<file path="config.mk">
export PLATFORM = sky130hd
export DESIGN_NAME = uart_dec_sender
export DESIGN_NICKNAME = d
export VERILOG_FILES = /design/src/rtl/uart_dec_sender.sv
export SDC_FILE = /design/constraint.sdc
export NUM_CORES = 1
export LEC_CHECK = 0
export BUFFER_PORTS_ARGS = -buffer_cell sky130_fd_sc_hd__buf_2
export CORE_MARGIN = 3
export CORE_UTILIZATION = 50
export CTS_CLUSTER_SIZE = 28
export DETAILED_ROUTE_END_ITERATION = 10
export GPL_TIMING_DRIVEN = 0
export HOLD_SLACK_MARGIN = 0.08
export PLACE_DENSITY_LB_ADDON = 0.05
export SYNTH_ARGS = -nofsm -noshare
export SYNTH_HDL_FRONTEND = slang
export SYNTH_SLANG_ARGS = --single-unit
</file>
<file path="constraint.sdc">
create_clock -name clk -period 2.38 [get_ports clk]
set_clock_uncertainty 0.2 [all_clocks]
set_input_delay 0.119 -clock clk [delete_from_list [all_inputs] [get_ports clk]]
set_output_delay 0.119 -clock clk [all_outputs]
set_load 0.005 [all_outputs]
</file>
<file path="src/rtl/uart_dec_sender.sv">
// Binary-to-decimal ASCII sender: converts a latched value with double dabble,
// skips leading zeros, then streams digits (and optionally CR LF) to a uart.
module uart_dec_sender #(
    parameter int unsigned WIDTH       = 16,
    parameter int unsigned DIGITS      = 5,
    parameter bit          APPEND_CRLF = 1'b1
) (
    input  logic             clk,
    input  logic             reset_n,
    input  logic             start,
    input  logic [WIDTH-1:0] value,
    output logic             busy,
    output logic             done,
    output logic             transmit,
    output logic [7:0]       tx_byte,
    input  logic             is_transmitting
);

    localparam int unsigned CntW = $clog2(WIDTH + 1);
    localparam int unsigned PtrW = (DIGITS > 1) ? $clog2(DIGITS) : 1;
    localparam int unsigned BcdW = 4 * DIGITS;

    typedef enum logic [2:0] {
        StIdle, StConv, StSkip, StLoad, StWait, StSend, StNext, StFin
    } state_e;

    // Which part of the string is currently being sent.
    typedef enum logic [1:0] {PhDigit, PhCr, PhLf} phase_e;

    state_e            state_q, state_d;
    phase_e            phase_q, phase_d;
    logic [WIDTH-1:0]  shift_q, shift_d;
    logic [BcdW-1:0]   bcd_q, bcd_d, bcd_adj;
    logic [CntW-1:0]   cnt_q, cnt_d;
    logic [PtrW-1:0]   ptr_q, ptr_d, msd, ptr_dec;
    logic [7:0]        byte_q, byte_d;

    // Add-3 correction applied to every nibble before each shift.
    always_comb begin
        bcd_adj = bcd_q;
        for (int unsigned i = 0; i < DIGITS; i++) begin
            if (bcd_q[4*i +: 4] >= 4'd5) begin
                bcd_adj[4*i +: 4] = bcd_q[4*i +: 4] + 4'd3;
            end
        end
    end

    // Index of the most significant nonzero digit; 0 when the value is zero.
    always_comb begin
        msd = '0;
        for (int unsigned i = 1; i < DIGITS; i++) begin
            if (bcd_q[4*i +: 4] != 4'd0) begin
                msd = PtrW'(i);
            end
        end
    end

    assign ptr_dec = ptr_q - 1'b1;

    // Next-state and datapath updates.
    always_comb begin
        state_d = state_q;
        phase_d = phase_q;
        shift_d = shift_q;
        bcd_d   = bcd_q;
        cnt_d   = cnt_q;
        ptr_d   = ptr_q;
        byte_d  = byte_q;
        unique case (state_q)
            StIdle: begin
                if (start) begin
                    shift_d = value;
                    bcd_d   = '0;
                    cnt_d   = '0;
                    phase_d = PhDigit;
                    state_d = StConv;
                end
            end
            StConv: begin
                {bcd_d, shift_d} = {bcd_adj, shift_q} << 1;
                cnt_d = cnt_q + 1'b1;
                if (cnt_q == CntW'(WIDTH - 1)) begin
                    state_d = StSkip;
                end
            end
            StSkip: begin
                // Byte is prepared here so it is already valid during LOAD.
                ptr_d   = msd;
                byte_d  = 8'h30 + {4'h0, bcd_q[4*msd +: 4]};
                state_d = StLoad;
            end
            StLoad: state_d = StWait;
            StWait: begin
                if (is_transmitting) begin
                    state_d = StSend;
                end
            end
            StSend: begin
                if (!is_transmitting) begin
                    state_d = StNext;
                end
            end
            StNext: begin
                if (phase_q == PhDigit && ptr_q != '0) begin
                    ptr_d   = ptr_dec;
                    byte_d  = 8'h30 + {4'h0, bcd_q[4*ptr_dec +: 4]};
                    state_d = StLoad;
                end else if (phase_q == PhDigit && APPEND_CRLF) begin
                    phase_d = PhCr;
                    byte_d  = 8'h0D;
                    state_d = StLoad;
                end else if (phase_q == PhCr) begin
                    phase_d = PhLf;
                    byte_d  = 8'h0A;
                    state_d = StLoad;
                end else begin
                    state_d = StFin;
                end
            end
            StFin: begin
                byte_d  = 8'h00;
                state_d = StIdle;
            end
            default: state_d = StIdle;
        endcase
    end

    // State and datapath registers.
    always_ff @(posedge clk or negedge reset_n) begin
        if (!reset_n) begin
            state_q <= StIdle;
            phase_q <= PhDigit;
            shift_q <= '0;
            bcd_q   <= '0;
            cnt_q   <= '0;
            ptr_q   <= '0;
            byte_q  <= 8'h00;
        end else begin
            state_q <= state_d;
            phase_q <= phase_d;
            shift_q <= shift_d;
            bcd_q   <= bcd_d;
            cnt_q   <= cnt_d;
            ptr_q   <= ptr_d;
            byte_q  <= byte_d;
        end
    end

    assign busy     = (state_q != StIdle);
    assign done     = (state_q == StFin);
    assign transmit = (state_q == StLoad);
    assign tx_byte  = byte_q;

endmodule

</file>
Word-level counts from Yosys, hierarchy flattened

Index checks and enable logic that the tools add are counted.

Div/mod/pow operators: 0
$lt $le $gt $ge: 5
$add $sub $neg: 9
Equal/unequal tests: 17
Bitwise logic cells: 0
Reduce and logical (&&, ||, !) cells: 18
Multiply operators: 0
Shift-type cells: 2
Multiplexer cells: 34

Operator list:

| kind                                                | count |
|---|---|
| case mux 20 bit (2 select lines)                    | 1 |
| variable part select 20 x 6 -> 4 bit                | 2 |
| 2-to-1 mux 3 bit                                    | 12 |
| case mux 16 bit (2 select lines)                    | 1 |
| 2-to-1 mux 8 bit                                    | 3 |
| case mux 3 bit (8 select lines)                     | 1 |
| case mux 8 bit (3 select lines)                     | 1 |
| >= comparator 4 x 3 -> 1 bit, second input constant | 5 |
| 2-to-1 mux 20 bit                                   | 1 |
| adder 4 x 2 -> 4 bit, second input constant         | 4 |
| 2-to-1 mux 16 bit                                   | 1 |
| 2-to-1 mux 4 bit                                    | 4 |
| nonzero test 4 bit                                  | 4 |
| adder 6 x 4 -> 7 bit, first input constant          | 2 |
| equality test 3 bit, second input constant          | 4 |
| inequality test 2 bit, second input constant        | 6 |
| case mux 5 bit (2 select lines)                     | 1 |
| nonzero test 3 bit                                  | 3 |
| 2-to-1 mux 2 bit                                    | 4 |
| AND reduction 4 bit                                 | 2 |
| equality test 3 x 2 -> 1 bit, second input constant | 2 |
| case mux 3 bit (2 select lines)                     | 1 |
| AND reduction 2 bit                                 | 3 |
| nonzero test 2 bit                                  | 3 |
| 14 further kinds                                    | 14 |

Memory bits (read-only): 0
Bits in latches: 0
Memory bits (writable): 0
Logic and storage cells: 92
Register bits: 57
Memories: 0
Output and inout port bits: 11

Logic depth before layout (Yosys ltp)

Gate-level depths: netlist of run 1.

Word-level depth: 8
Mapped depth: 8

Worst setup path before layout of run 1

OpenSTA, ideal clock, no wires.

Kind: register -> register
Start point: register ptr_q[0]
End point: register byte_q[1] (netlist: tx_byte[1])
Setup time: 0.129 ns
Cell stages (with the launch flop): 8
Path buffers: 1
Data required time: 2.051 ns
Data arrival time: 1.714 ns
Slack: 0.337 ns
Cells stage by stage: dfrtp_1 > buf_6 > inv_1 > ha_1 > mux4_1 > nand4_1 > o311a_1 > a31oi_1

Word-level cells in the longest chain between the ends: 5
Elaborated cells on any way between the ends: 9

RTL lines:

| what                                 | line | RTL |
|---|---|---|
| start: declaration                   | 35   | `logic [PtrW-1:0] ptr_q, ptr_d, msd, ptr_dec;` |
| start signal: assignment             | 144  | `ptr_q <= ptr_d;` |
| subtractor 3 x 1 -> 3 bit            | 58   | `assign ptr_dec = ptr_q - 1'b1;` |
| variable part select 20 x 6 -> 4 bit | 106  | `byte_d = 8'h30 + {4'h0, bcd_q[4*ptr_dec +: 4]};` |
| adder 6 x 4 -> 7 bit                 | 106  |  |
| 2-to-1 mux 8 bit                     | 104  | `if (phase_q == PhDigit && ptr_q != '0) begin` |
| case mux 8 bit (3 select lines)      | 69   | `unique case (state_q)` |
| end signal: assignment               | 145  | `byte_q <= byte_d;` |
| end: declaration                     | 36   | `logic [7:0] byte_q, byte_d;` |

Several ways; a longest one is shown, not always the timed one.
A chain may end at the register's enable or synchronous reset.

Worst setup path after layout of run 1

Start point: register ptr_q[0]
End point: register byte_q[2] (netlist: tx_byte[2])

The elaborated chain is that of the path after synthesis.

==> impl_metrics.py, run 1 <==
metrics = {
    "run_status": {
        "status": "completed",
    },
    "die": {
        "core_sq_mm": 0.00606,
        "die_area_sq_mm": 0.00744,
        "start_util_pct": 53.1,
        "num_rows": 28,
        "die_w_microns": 86.3,
        "pin_count": 31,
        "die_h_microns": 86.3,
    },
    "clock_network": {
        "cts.sinks": 54,
        "cts_max_level": 2,
        "cts_buffers": 5,
        "cts_setup_buffers": 0,
        "clk_path_buf_depth": 2,
        "cts_root_buffer": "clkbuf_8",
        "cts_tree": "done",
        "insertion_delay_ns": 0.32,
        "clk_pin_slew_worst_paths_ns": 0.11,
    },
    "setup_path": {
        "start_kind": "flop",
        "crit_chain": "buf_6, inv_1, ha_1, xnor2_1, nor2_2, a221o_1, a32oi_1, o31ai_1",
        "critPathMaxStageDelay_ns": 0.38,
        "worstPathArrival_ns": 2.30,
        "critPathRequiredTime_ns": 2.39,
        "crit_buf_inv": 2,
        "reg2regPathDepth": 8,
        "slowest_stage": "xnor2_1",
        "crit_fanout": 7,
        "path_delay_family": "compound AO/OA/AOI/OAI gates",
        "crit_type": "reg2reg",
        "path_depth": 8,
        "cp-end-kind": "flop",
    },
    "grt": {
        "grt_pass1_vias": 2814,
        "grt_util_all_layers_pct": 23.2,
        "grt_overflow": 0,
        "grt_pass1_wl_mm": 13.7,
        "grt_max_degree": 55,
        "antenna_found_initial": 0,
    },
    "timing": {
        "fin_crit_ns": 2.30,
        "finalSetupTns_ns": 0,
        "relSlewSlack_pct": 20.4,
        "timing.final.crit_share_pct": 96.4,
        "maxSlewViolCount": 0,
        "finalHoldViolCount": 0,
        "rsz0062_at_grt": "false",
        "fmax_mhz": 436,
        "worstMarginPinSlew_ns": 1.19,
        "setup_viol": 0,
    },
    "place": {
        "io_buffers": 28,
        "place_congestion": 0.861,
        "dp_cells": 465,
        "place_hpwl_mm": 5.58,
    },
    "logic_synthesis": {
        "synth_warnings": 0,
        "synthFlopType": "dfrtp_1",
        "synthesis.area_sq_mm": 0.00322,
        "synth_edf_count": 0,
        "avgSynthCellArea_sq_um": 8.92,
        "synth-seq-cells": 54,
        "synth.distinct_cells": 50,
        "synth_area_leader_cell": "dfrtp_1",
        "synth_area_leaders": "dfrtp_1 42%, ha_1 5.8%, nor2_1 5.5%, a21oi_1 3.9%, o22ai_1 3.9%",
        "synth.top_cell.area_share_pct": 42.0,
        "syn_inst": 361,
        "synth.yosys.seq_area_share_pct": 42.0,
        "async_reset_ff_share_pct": 100,
    },
    "job": {
        "max_cap_violations": 0,
    },
    "worst_hold_path": {
        "worstHoldPathType": "reg2reg",
        "whs_path_depth": 1,
    },
    "layout": {
        "drive_gt1_share_pct": 15.1,
        "fin_util_pct": 61.9,
        "insertedDiodeCount": 0,
        "nets": 451,
        "finalNonFillerCells": 492,
        "synthToLayoutAreaGrowth_pct": 16.5,
    },
    "drt": {
        "initialDrtViolationCount": 179,
        "vias_per_cell": 5.89,
        "num_vias": 2900,
        "wl_mm": 8.08,
        "drc_errors": 0,
        "routedWlPerCell_microns": 16.4,
        "detail-route-antenna-nets": 0,
        "firstDrtPassIters": 4,
    },
    "power": {
        "powerDensity_mw_per_mm2": 1450,
        "peakVddDrop_mv": 0.694,
        "fin_total_pwr_mw": 5.45,
        "p_leak_nw": 1.63,
    },
}
-- power by group --
group | switching (mW) | leakage, nW | internal, mW | total (mW)
registers | 0.370 | 0.674 | 1.31 | 1.68
clock network | 0.334 | 0.0478 | 0.241 | 0.575
logic | 1.90 | 0.910 | 1.29 | 3.19
total | 2.61 | 1.63 | 2.84 | 5.45
-- worst register-to-register path, cell delays in order (launching register included) --
cell and delay, ns:
dfrtp_1 0.35, buf_6 0.14, inv_1 0.07, ha_1 0.28, xnor2_1 0.38, nor2_2 0.11
a221o_1 0.37, a32oi_1 0.19, o31ai_1 0.09
-- flip-flops by register name (all words and copies together) (netlist names) --
| name | cells |
|---|---|
| state_q | 3 |
| cnt_q | 5 |
| phase_q | 2 |
| ptr_q | 3 |
| tx_byte | 5 |
| bcd_q | 20 |
| shift_q | 16 |
-- per-stage QoR --
stage	hold slack, ns	worst slack (ns)	instance area, sq um
3_5_place_dp	0.165	0.0770	3460
2_1_floorplan	-0.377	0.337	3220
6_report	0.272	0.0847	3750
5_1_grt	0.315	0.00651	3750
4_1_cts	0.276	0.0599	3750
3_3_place_gp	0.165	0.108	3460
-- final cells by class --
class | instances | area [sq um]
Fill cell | 523 | 2310
Multi-Input combinational cell | 266 | 1690
Sequential cell | 54 | 1350
Timing Repair Buffer | 47 | 330
Buffer | 21 | 111
Tap cell | 75 | 93.8
Clock buffer | 6 | 82.6
Inverter | 21 | 78.8
Clock inverter | 2 | 16.3
-- Yosys cell counts, drive strengths merged, types with 2 or more instances --
cell type  count
nor2b          4
nand2b         8
dfrtp         54
mux2           3
a21oi         25
inv           21
nor3b          4
a31oi          4
and3           2
nand3         23
nand4          3
o31ai          9
clkbuf         6
nor2          49
nand3b         2
xnor2          6
ha            15
a32o           6
o21ai         33
mux2i          2
o22ai         20
buf           15
mux4           4
nand2         23
nor3           4
-- placed cells by master (no fill, tap or decap), types with 2 or more instances in the layout --
cell / instances
a21oi_1: 25
nand3_1: 23
clkbuf_1: 6
dlygate4sd3_1: 19
nor2_2: 2
o21ai_0: 21
dfrtp_1: 54
nand4_1: 3
buf_2: 39
inv_1: 20
mux2i_1: 2
buf_4: 3
nand3b_1: 2
xnor2_1: 6
mux2_2: 2
a32o_1: 6
nor3b_2: 3
ha_1: 14
o21ai_1: 12
clkbuf_8: 6
a31oi_1: 4
nor2_1: 47
nor2b_1: 4
conb_1: 2
nand2_1: 23
and3_1: 2
o22ai_1: 20
mux4_1: 3
o31ai_1: 9
nor3_1: 3
nand2b_1: 8
-- timing repair --
item,in CTS,in global routing
gates resized for setup,0,2
hold endpoints to repair,73,0
hold buffers,19,0
setup endpoints to repair,0,3
-- metal layers --
metal | part of all wire (%) | routed length, microns | vias to the layer above | GRT usage [%]
li1 | - | - | 1414 | -
met1 | 46 | 3760 | 1408 | 31.5
met2 | 48 | 3900 | 64 | 38.5
met3 | 3.5 | 285 | 14 | 3.42
met4 | 1.7 | 140 | 0 | 7.37
met5 | 0 | 0 | - | 0
-- path summary, 6_finish.rpt --
kind	from	endpoint	slack, ns
hold reg to reg	cnt_q[3]	cnt_q[3]	0.27
max in group asynchronous	reset_n	bcd_q[9]	0.87
min in group asynchronous	reset_n	state_q[0]	0.38
setup reg to reg	ptr_q[0]	tx_byte[2]	0.08
setup / recovery	ptr_q[0]	tx_byte[2]	0.08
hold / removal	cnt_q[3]	cnt_q[3]	0.27
-- cell families after synthesis --
family                     after synthesis  synth area share, %
and+or+nand+nor                        124                 18.5
AOI/OAI and AO/OA                      110                 21.2
DFF                                     54                 42.0
buffers and inverters                   42                 5.90
adders and majority gates               15                 5.83
muxes                                    9                 4.82
xor gates and xnor gates                 6                 1.63
other                                    1                0.116
No activity file was read; power rests on OpenSTA's default activity.
==> run 2: changes to the inputs <==
MAX_ROUTING_LAYER = met4   (was unset)
==> impl_metrics.py, run 2 (synthesis results as in run 1) <==
metrics = {
    "run_status": {
        "status": "completed",
    },
    "power": {
        "p_sw_share_pct": 48.0,
        "powerDensity_mw_per_mm2": 1450,
        "pwr-share-seq_pct": 30.8,
        "clockPowerShare_pct": 10.7,
        "power_frac_comb_pct": 58.5,
        "p_leak_nw": 1.63,
        "p_switching_mw": 2.61,
        "peakVddDrop_mv": 0.695,
        "p_int_mw": 2.84,
    },
    "clock_network": {
        "cts_max_level": 2,
        "cts_root_buffer": "clkbuf_8",
        "clk_pin_slew_worst_paths_ns": 0.11,
        "cts_buffers": 5,
        "insertion_delay_ns": 0.32,
        "clk_path_buf_depth": 2,
        "cts_setup_buffers": 0,
        "cts_tree": "done",
        "cts.sinks": 54,
    },
    "grt": {
        "grt_max_degree": 55,
        "grt_pass1_vias": 2822,
        "grt_util_all_layers_pct": 23.8,
        "grt_overflow": 0,
        "grt_pass1_wl_mm": 13.7,
        "antenna_found_initial": 0,
    },
    "setup_path": {
        "start_kind": "flop",
        "worstPathArrival_ns": 2.31,
        "r2r_slack_ns": 0.08,
        "critPathRequiredTime_ns": 2.39,
        "crit_fanout": 7,
        "cp-end-kind": "flop",
        "crit_type": "reg2reg",
    },
    "timing": {
        "whs_ns": 0.275,
        "fmax_mhz": 435,
        "setup_viol": 0,
        "finalHoldViolCount": 0,
        "fin_crit_ns": 2.30,
        "finalSetupTns_ns": 0,
        "worstMarginPinSlew_ns": 1.23,
        "relSlewSlack_pct": 18.0,
        "maxSlewViolCount": 0,
        "timing.final.crit_share_pct": 96.6,
        "rsz0062_at_grt": "false",
    },
    "drt": {
        "initialDrtViolationCount": 184,
        "detail-route-antenna-nets": 0,
        "firstDrtPassIters": 5,
        "vias_per_cell": 5.89,
        "wl_mm": 8.10,
        "num_vias": 2898,
        "routedWlPerCell_microns": 16.5,
        "drc_errors": 0,
    },
    "layout": {
        "mostFrequentLayoutCells": "54 x dfrtp_1, 47 x nor2_1, 39 x buf_2",
        "synthToLayoutAreaGrowth_pct": 16.5,
        "largest_reg_flops": 20,
        "fillers": 523,
        "seq_area_sq_mm": 0.00135,
        "mostFrequentLayoutCell": "dfrtp_1",
        "largest_registers": "bcd_q: 20 flops, shift_q: 16 flops",
        "multi_input_comb_area_sq_mm": 0.00169,
        "nets": 451,
        "drive_gt1_share_pct": 15.1,
        "insertedDiodeCount": 0,
        "largest-register": "bcd_q",
    },
    "place": {
        "io_buffers": 28,
        "place_congestion": 0.875,
        "place_hpwl_mm": 5.58,
    },
    "worst_hold_path": {
        "worstHoldPathType": "reg2reg",
    },
    "die": {
        "pin_count": 31,
        "die_w_microns": 86.3,
        "start_util_pct": 53.1,
        "num_rows": 28,
        "die_area_sq_mm": 0.00744,
        "die_h_microns": 86.3,
        "core_sq_mm": 0.00606,
    },
    "job": {
        "max_cap_violations": 0,
    },
}
## run 2: metal layers
metal	wire (microns)	global-route usage, %
met2	3930	38.5
met3	296	3.42
met1	3760	31.3
met4	113	7.37
met5	0	-
## run 2: path summary, 6_finish.rpt
path,from,to,cells past startpoint
worst max-delay path,ptr_q[0],tx_byte[2],8
worst min-delay path,cnt_q[3],cnt_q[3],1
worst max register to register,ptr_q[0],tx_byte[2],8
worst min register to register,cnt_q[3],cnt_q[3],1
max in group asynchronous,reset_n,shift_q[6],2
min in group asynchronous,reset_n,state_q[1],2
## run 2: power by group through the flow
| stage | combinational, mW | clock [mW] | sequential [mW] |
|---|---|---|---|
| 2_1_floorplan | 2.38 | 0 | 1.59 |
| 3_3_place_gp | 3.05 | 0 | 1.67 |
| 3_5_place_dp | 3.11 | 0 | 1.69 |
| 4_1_cts | 3.15 | 0.581 | 1.67 |
| 5_1_grt | 3.59 | 0.611 | 1.74 |
| 6_report | 3.19 | 0.581 | 1.68 |
## run 2: layout make-up
type / instances / area share (%)
Buffer: 21 / 2.97
Clock buffer: 6 / 2.20
Clock inverter: 2 / 0.433
Inverter: 21 / 2.10
Multi-Input combinational cell: 266 / 45.0
Sequential cell: 54 / 36.0
Tap cell: 75 / 2.50
Timing Repair Buffer: 47 / 8.80
## run 2: repair_timing
action	4_1_cts	5_1_grt
hold buffers	19	0
resized for setup	0	2
hold endpoints to repair	73	0
setup endpoints to repair	0	3
## run 2: critical path: stages (launching register included)
cell and delay [ns]:
dfrtp_1 0.35, buf_6 0.14, inv_1 0.07, ha_1 0.28, xnor2_1 0.38, nor2_2 0.12, a221o_1 0.37, a32oi_1 0.19
o31ai_1 0.09
## run 2: stage by stage
step	area [sq um]	power [mW]	setup WS, ns	utilization [%]	instances
finish	3750	5.45	0.0817	61.9	492
global route	3750	5.94	0.00651	61.9	492
CTS	3750	5.40	0.0599	61.8	492
detailed placement	3460	4.80	0.0770	57.1	465
global placement	3460	4.72	0.108	57.1	465
floorplan	3220	3.97	0.337	-	362
==> run 3: changes to the inputs <==
PLACE_DENSITY = 0.69   (was unset)
PLACE_DENSITY_LB_ADDON = unset   (was 0.05)
==> impl_metrics.py, run 3 (synthesis results as in run 1) <==
metrics = {
    "timing": {
        "maxSlewViolCount": 0,
        "setup_viol": 0,
        "worstMarginPinSlew_ns": 1.20,
        "relSlewSlack_pct": 20.3,
        "finalSetupTns_ns": 0,
        "finalHoldViolCount": 0,
        "timing.final.crit_share_pct": 95.9,
        "fmax_mhz": 438,
        "rsz0062_at_grt": "false",
        "fin_crit_ns": 2.28,
    },
    "setup_path": {
        "critPathRequiredTime_ns": 2.39,
        "cp-end-kind": "flop",
        "worstPathArrival_ns": 2.29,
        "start_kind": "flop",
        "crit_type": "reg2reg",
        "crit_fanout": 7,
    },
    "grt": {
        "antenna_found_initial": 0,
        "grt_overflow": 0,
        "grt_max_degree": 55,
        "grt_util_all_layers_pct": 23.2,
        "grt_pass1_wl_mm": 13.3,
        "grt_pass1_vias": 2741,
    },
    "power": {
        "p_switching_mw": 2.59,
        "p_sw_share_pct": 46.8,
        "fin_total_pwr_mw": 5.53,
        "p_int_mw": 2.94,
        "peakVddDrop_mv": 0.804,
        "power_frac_comb_pct": 57.5,
        "powerDensity_mw_per_mm2": 1460,
        "p_leak_nw": 1.65,
        "clockPowerShare_pct": 12.2,
        "pwr-share-seq_pct": 30.3,
    },
    "drt": {
        "routedWlPerCell_microns": 16.0,
        "num_vias": 2859,
        "wl_mm": 7.86,
        "firstDrtPassIters": 4,
        "vias_per_cell": 5.81,
        "drc_errors": 0,
        "detail-route-antenna-nets": 0,
        "initialDrtViolationCount": 151,
    },
    "layout": {
        "largest_registers": "bcd_q: 20 flops, shift_q: 16 flops",
        "synthToLayoutAreaGrowth_pct": 17.4,
        "nets": 451,
        "insertedDiodeCount": 0,
        "drive_gt1_share_pct": 15.1,
        "largest-register": "bcd_q",
        "mostFrequentLayoutCell": "dfrtp_1",
        "largest_reg_flops": 20,
        "mostFrequentLayoutCells": "54 x dfrtp_1, 47 x nor2_1, 39 x buf_2",
    },
    "clock_network": {
        "cts_root_buffer": "clkbuf_8",
        "cts_buffers": 5,
        "cts.sinks": 54,
        "insertion_delay_ns": 0.32,
        "cts_tree": "done",
        "clk_pin_slew_worst_paths_ns": 0.11,
        "cts_max_level": 2,
        "clk_path_buf_depth": 2,
    },
    "die": {
        "pin_count": 31,
        "die_w_microns": 86.3,
        "start_util_pct": 53.1,
        "die_h_microns": 86.3,
        "core_sq_mm": 0.00606,
        "die_area_sq_mm": 0.00744,
        "num_rows": 28,
    },
    "place": {
        "place_hpwl_mm": 5.42,
        "place_congestion": 0.871,
        "io_buffers": 28,
    },
    "worst_hold_path": {
        "worstHoldPathType": "reg2reg",
    },
    "job": {
        "max_cap_violations": 0,
    },
    "run_status": {
        "status": "completed",
    },
}
run 3: cell count changes in the layout (fill, tap and decap cells not counted), sizes merged:
| cell | change |
|---|---|
| bufinv | +1 |
| clkinvlp | -1 |
run 3: area by class of cell:
| cell class | count | area [sq um] |
|---|---|---|
| well taps | 75 | 93.8 |
| clock buffers | 6 | 82.6 |
| flip-flops and latches | 54 | 1350 |
| fillers | 516 | 2280 |
| plain buffers | 21 | 111 |
| repair buffers | 47 | 330 |
| multi-input cells | 266 | 1690 |
| clock inverters | 2 | 38.8 |
| inverters | 21 | 78.8 |
run 3: per-layer routing:
metal / GRT usage, % / up-vias / wire (microns)
met2: 37.0 / 67 / 3750
met5: - / - / 0
met1: 31.8 / 1377 / 3680
met4: 5.52 / 0 / 74
met3: 3.23 / 5 / 358
li1: - / 1410 / -
run 3: per-stage QoR:
step           setup WS (ns)  instances  util [%]  instance area, sq um  hold WS (ns)
2_1_floorplan          0.337        362         -                  3220        -0.377
3_3_place_gp           0.117        465      57.1                  3460         0.164
6_report              0.0972        492      62.4                  3780         0.273
3_5_place_dp           0.113        465      57.1                  3460         0.171
5_1_grt              0.00242        492      62.4                  3780         0.315
4_1_cts                0.102        492      62.2                  3770         0.276
run 3: path summary, 6_finish.rpt:
path / start / end / slack (ns) / depth (start not counted)
worst max register to register: ptr_q[0] / tx_byte[1] / 0.1 / 7
max in group asynchronous: reset_n / tx_byte[0] / 0.87 / 2
worst min-delay path: cnt_q[3] / cnt_q[3] / 0.27 / 1
worst max-delay path: ptr_q[0] / tx_byte[1] / 0.1 / 7
worst min register to register: cnt_q[3] / cnt_q[3] / 0.27 / 1
min in group asynchronous: reset_n / state_q[1] / 0.36 / 2
run 3: what timing repair did:
action | CTS | global route
endpoints found under the setup margin | 0 | 3
hold endpoints to repair | 73 | 0
hold buffers | 19 | 0
buffers inserted | 0 | 0
resized for setup | 0 | 2
run 3: critical path, cell delays in order (launching register included):
cell,delay [ns]
dfrtp_1,0.36
buf_6,0.13
inv_1,0.07
ha_1,0.42
mux4_1,0.63
nand4_1,0.13
o311a_1,0.16
a31oi_1,0.08
run 3: power by group through the flow:
stage | Combinational (mW) | Sequential [mW] | Clock, mW
6_report | 3.18 | 1.67 | 0.673
3_3_place_gp | 3.03 | 1.67 | 0
3_5_place_dp | 3.10 | 1.69 | 0
4_1_cts | 3.14 | 1.67 | 0.685
5_1_grt | 3.57 | 1.73 | 0.728
2_1_floorplan | 2.38 | 1.59 | 0
